**src/rtl/life_engine.sv**
```systemverilog
// rtl/life_engine.sv - sequential Conway's Life engine with load/step/run control
// Registered grid, B3/S23 next-state logic, generation counter and auto-halt.
module life_engine #(
  parameter int GRID_WIDTH  = 8,
  parameter int GRID_HEIGHT = 8,
  parameter int WRAP        = 0,
  parameter int GEN_WIDTH   = 16
) (
  input  logic                            CLK,
  input  logic                            RST_N,
  input  logic                            LOAD,
  input  logic [GRID_WIDTH*GRID_HEIGHT-1:0] LOAD_STATE,
  input  logic                            STEP,
  input  logic                            RUN,
  input  logic [GEN_WIDTH-1:0]            MAX_GEN,
  output logic [GRID_WIDTH*GRID_HEIGHT-1:0] STATE,
  output logic [GEN_WIDTH-1:0]            GENERATION,
  output logic                            STEP_DONE,
  output logic                            STABLE,
  output logic                            EXTINCT,
  output logic                            HALTED
);

  localparam int N = GRID_WIDTH * GRID_HEIGHT;

  if (GRID_WIDTH < 1 || GRID_HEIGHT < 1 ||
      (WRAP != 0 && (GRID_WIDTH < 3 || GRID_HEIGHT < 3))) begin : g_bad_params
    $error("life_engine: grid too small for the selected edge mode");
  end

  typedef enum logic [1:0] {
    S_IDLE    = 2'd0,
    S_RUNNING = 2'd1,
    S_HALTED  = 2'd2
  } fsm_t;

  fsm_t           fsm_q, fsm_d;
  logic [N-1:0]   next_grid;
  logic           advance;
  logic           halt_cond;
  logic           same_next;
  logic [GEN_WIDTH-1:0] gen_inc;

  // Neighbour k follows N, NE, E, SE, S, SW, W, NW; off-grid cells are tied low.
  for (genvar y = 0; y < GRID_HEIGHT; y++) begin : g_row
    for (genvar x = 0; x < GRID_WIDTH; x++) begin : g_col
      logic [7:0] nb;
      logic [3:0] cnt;
      for (genvar k = 0; k < 8; k++) begin : g_nb
        localparam int DX = (k == 1 || k == 2 || k == 3) ? 1 :
                            (k == 5 || k == 6 || k == 7) ? -1 : 0;
        localparam int DY = (k == 0 || k == 1 || k == 7) ? -1 :
                            (k == 3 || k == 4 || k == 5) ? 1 : 0;
        localparam int NX = (WRAP != 0) ? (x + DX + GRID_WIDTH) % GRID_WIDTH : x + DX;
        localparam int NY = (WRAP != 0) ? (y + DY + GRID_HEIGHT) % GRID_HEIGHT : y + DY;
        if (NX >= 0 && NX < GRID_WIDTH && NY >= 0 && NY < GRID_HEIGHT) begin : g_in
          assign nb[k] = STATE[GRID_WIDTH*NY + NX];
        end else begin : g_out
          assign nb[k] = 1'b0;
        end
      end
      always_comb begin
        cnt = 4'd0;
        for (int k = 0; k < 8; k++) cnt = cnt + {3'b000, nb[k]};
      end
      assign next_grid[GRID_WIDTH*y + x] =
        (cnt == 4'd3) | (STATE[GRID_WIDTH*y + x] & (cnt == 4'd2));
    end
  end

  assign gen_inc   = GENERATION + {{(GEN_WIDTH-1){1'b0}}, 1'b1};
  assign same_next = (next_grid == STATE);
  assign halt_cond = same_next || (next_grid == '0) ||
                     ((MAX_GEN != '0) && (gen_inc == MAX_GEN)) || (&gen_inc);

  always_comb begin
    fsm_d   = fsm_q;
    advance = 1'b0;
    case (fsm_q)
      S_IDLE: begin
        if (RUN)       fsm_d   = S_RUNNING;
        else if (STEP) advance = 1'b1;
      end
      S_RUNNING: begin
        if (RUN) advance = 1'b1;
        else     fsm_d   = S_IDLE;
      end
      default: fsm_d = S_HALTED;
    endcase
    if (advance && halt_cond) fsm_d = S_HALTED;
  end

  always_ff @(posedge CLK) begin
    if (!RST_N) begin
      fsm_q      <= S_IDLE;
      STATE      <= '0;
      GENERATION <= '0;
      STEP_DONE  <= 1'b0;
      STABLE     <= 1'b0;
    end else if (LOAD) begin
      fsm_q      <= S_IDLE;
      STATE      <= LOAD_STATE;
      GENERATION <= '0;
      STEP_DONE  <= 1'b0;
      STABLE     <= 1'b0;
    end else begin
      fsm_q     <= fsm_d;
      STEP_DONE <= advance;
      if (advance) begin
        STATE      <= next_grid;
        GENERATION <= gen_inc;
        if (same_next) STABLE <= 1'b1;
      end
    end
  end

  assign EXTINCT = (STATE == '0);
  assign HALTED  = (fsm_q == S_HALTED);

endmodule
```
**config.mk**
```make
export PLATFORM = sky130hd
export DESIGN_NAME = life_engine
export DESIGN_NICKNAME = d
export VERILOG_FILES = /design/src/rtl/life_engine.sv
export SDC_FILE = /design/constraint.sdc
export NUM_CORES = 1
export LEC_CHECK = 0
export BUFFER_PORTS_ARGS = -buffer_cell sky130_fd_sc_hd__clkbuf_2
export CAP_MARGIN = 25
export CORE_ASPECT_RATIO = 0.75
export CORE_MARGIN = 4
export CORE_UTILIZATION = 40
export DETAILED_ROUTE_END_ITERATION = 8
export PLACE_DENSITY = 0.63
export SLEW_MARGIN = 20
export SYNTH_ARGS = -nofsm -noshare
export SYNTH_HDL_FRONTEND = slang
export SYNTH_SLANG_ARGS = --single-unit
```
**constraint.sdc**
```tcl
create_clock -name CLK -period 11.5 [get_ports CLK]
set_input_delay 1.725 -clock CLK [delete_from_list [all_inputs] [get_ports CLK]]
set_output_delay 1.725 -clock CLK [all_outputs]
set_load 0.1 [all_outputs]
```
==> summary by stage <==
Run status
The run finished with clean final reports.

Timing
For the pin with the worst max-slew slack, the measured transition is 1070 ps. The final setup violation count is 0. On the final layout, the worst hold slack is 467.0 ps. Setup repair after global routing left no endpoint under its margin. The worst clock skew is 24.08 ps. The number of slew-limit violations in the final report was 0. Headroom to the max-slew limit came out at 0.2768. The post-route minimum period is 6184 ps. Derived from the worst setup path, the maximum achievable clock frequency is 161.7 MHz. The setup TNS is 0 ps. The number of endpoints with negative hold slack in the final report was 0. Of the available clock period, the critical path in the final layout requires 0.5377. In the post-route analysis, the smallest setup slack over all paths is 5316 ps.

Clocking
The cell sitting at the root of the clock tree is a clkbuf_16. The clock tree buffer depth is 2. The later-pin clock latency in the skew report is 420 ps. Clock tree synthesis found a total of 84 sinks. The number of instances resized during post-cts repair is 0.

Clock-pin slew was measured on the worst setup and hold paths at 90 ps. The number of CTS-inserted buffers is 9. TritonCTS built the clock tree. The clock tree synthesis step divided the H-tree into 3 levels. The post-CTS setup-driven buffer insertion count is 0. The number of hold buffers added after cts is 0.

Final layout
The layout has 3874 filler cells. The area growth from synthesis to layout is 10.84%. Excluding fillers, the count of instances in the completed layout stands at 2528. The most common cell after layout, fill and taps aside is inv_1. Leaving out fill and tap cells, the most frequent cells in the layout are 272 x inv_1, 196 x fa_1, 167 x clkbuf_2, 164 x ha_1, 161 x a21oi_1. At the end of the flow the core is filled with cells to 0.4498. The number of nets at the end of the flow is 2455.

Of the cells placed in the final design, the portion with a size suffix greater than 1 is 0.1117.

Setup path
The worst setup path is launched from a flip-flop. For the worst flop-to-flop path, the logic depth is 15. The startpoint identified for the worst register-to-register timing path is STATE[11]. The kind of capture point of the worst setup path is a flip-flop. The worst setup path is of the flip-flop to flip-flop kind. The data required time at the worst endpoint is 11830 ps. The maximum net fanout on the critical path is 9. In this run the critical register-to-register path is captured at fsm_q[1]. The worst endpoint data arrival time is 6510 ps. In this run the register-to-register setup slack is 5320 ps.

Synth
The Yosys step of the flow raised 0 warnings. The post-synthesis cell type count is 92. Synthesis produced a netlist whose cell count is 1867.

Of all cell types, the one taking the most synthesized area is fa_1. The share of synthesized area in the top cell type comes to 0.2518. In this run, synthesis inferred 0 flip-flops with an integrated enable.

Synthesis inferred 84 register bits. Among all flip-flop cells after synthesis, the most frequent one is dfxtp_1. The share of the Yosys chip area taken by registers is 0.1079. The number of nets in the synthesized netlist is 2312. The synthesized area per cell is 8.347 sq um. After synthesis, the share of flip-flops with an asynchronous set or reset is 0. The mapped netlist covers 15580 sq um. By area the synthesized netlist is led by fa_1 25%, ha_1 13%, dfxtp_1 11%, inv_1 6.6%, a21oi_1 5.2%.

Hold path
The path with the worst hold slack has its endpoint at STABLE. The worst hold path class is flip-flop to flip-flop. The cell depth of the worst min-delay path is 2. The startpoint identified for the worst hold timing path is STABLE.

Drt
The DRC violation count after routing is 0. The final layout contains routed wiring with a total length of 69460 um. The number of iterations in the first detailed-routing pass is 5.

Dividing the detail-routed via count by the number of cells gives 6.067. After the first detailed-routing iteration, the DRC count stood at 1699. The final routed wire length divided by cell count is 27.47 um.

Detailed routing inserted a total of 15340 vias. The number of routed nets with antenna violations is 0.

Placement
Port buffering added 168 buffers. Before CTS, the worst setup slack after placement is 5528 ps. The congestion estimate from routability-driven global placement came to 1.044. The total placed cells including tap cells is 2511.

The estimated wirelength of the detail-placed design is 57730 um.

Floorplan
The width of the die is 235.9 um. The die covers 42210 sq um. 169 I/O pins were placed. The vertical die dimension is 178.9 um. The initial utilization of the core area, before any placement, comes to 0.4058. In this run the core area contains 62 standard-cell rows.

The floorplan core area is 38400 sq um.

GRT
The first global-routing pass estimated 99530 um of wire. The number of antenna violations at the first check in global routing is 0. The total routing resource utilization after global routing is 0.3241. The via count of the first global-routing pass was 14540.

Entering global routing, the biggest net connects 67 pins. The total overflow reported by the global router is 0.

Pwr
IR analysis of the VDD net gives a maximum drop of 0.00008135 V. In this run the static leakage power is 8.321 nW. The power density of the placed cells is 157.3 nW/um^2.

Job
The count of maximum capacitance violations is 0.
-- worst max-delay path, cell delays in order, from the launching register on --
cell and delay, ps:
dfxtp_1 750, inv_1 430, fa_1 690, fa_1 440, fa_1 500, inv_1 50, ha_1 240, fa_1 490
and3b_1 200, a22oi_1 240, nand2_1 80, a2111oi_0 520, nand4_1 170, nor4_1 830, a2111oi_0 270, a211oi_1 210
-- kinds of logic (layout without fill, tap and decap cells) --
| kind of cell | after synthesis | in the layout | share of synthesized area |
|---|---|---|---|
| compound gates | 378 | 378 | 0.1584 |
| flops | 84 | 84 | 0.1079 |
| xor+xnor | 39 | 39 | 0.02192 |
| mux | 13 | 13 | 0.008751 |
| simple gates | 670 | 670 | 0.2396 |
| other cells | 0 | 1 | 0 |
| buf+inv | 323 | 471 | 0.07997 |
| fa+ha+maj | 360 | 360 | 0.3835 |
-- Yosys cell counts (28+ instances only) --
library cell and instances:
a211oi_1 41, nor2b_1 75, nand4_1 56, nand3_1 29
fa_1 196, nor4_1 40, ha_1 164, a21oi_1 161
inv_1 272, dfxtp_1 84, nand2_1 136, o21ai_0 28
nand2b_1 39, clkbuf_1 33, nor2_1 138
-- worst max-delay path by stage --
stage / to / cells past startpoint / start
finish: fsm_q[1] / 15 / STATE[11]
global route: fsm_q[1] / 15 / STATE[17]
CTS: fsm_q[1] / 15 / STATE[17]
detailed placement: fsm_q[1] / 15 / STATE[17]
global placement: fsm_q[1] / 14 / STATE[25]
floorplan: EXTINCT / 6 / STATE[41]
-- final cells by class --
| class | instances | area (sq um) | area share |
|---|---|---|---|
| clock buffers | 10 | 239.0 | 0.01384 |
| inverters | 274 | 1028 | 0.05954 |
| flip-flops and latches | 84 | 1682 | 0.09736 |
| clock inverters | 6 | 76.32 | 0.004419 |
| well taps | 512 | 640.6 | 0.03709 |
| repair buffers | 181 | 940.9 | 0.05447 |
| multi-input cells | 1460 | 12660 | 0.7331 |
| diodes | 1 | 2.502 | 0.0001449 |
-- registers in the layout, summed over array words and instances (netlist names) --
| name | cells |
|---|---|
| STABLE | 1 |
| STEP_DONE | 1 |
| STATE | 64 |
| GENERATION | 16 |
| fsm_q | 2 |
-- layer usage --
layer	track usage	vias up	share of wire
met5	0	-	0
met1	0.4645	7648	0.44
met2	0.4744	819	0.41
li1	-	6771	-
met3	0.1012	100	0.12
met4	0.08437	0	0.025
-- power by group --
group          total (mW)  internal (mW)  switching, mW
clock network       0.351          0.179          0.172
logic                1.99          0.664           1.33
registers           0.371          0.310         0.0612
total                2.72           1.15           1.56
-- per-stage QoR --
| step | power (mW) | instance area (sq um) |
|---|---|---|
| after floorplan | 1.631 | 15580 |
| after global placement | 2.275 | 16960 |
| after detailed placement | 2.286 | 16960 |
| after CTS | 2.651 | 17270 |
| after global routing | 2.868 | 17270 |
| final | 2.717 | 17270 |
Note: power is estimated with default switching activity, not from simulation.
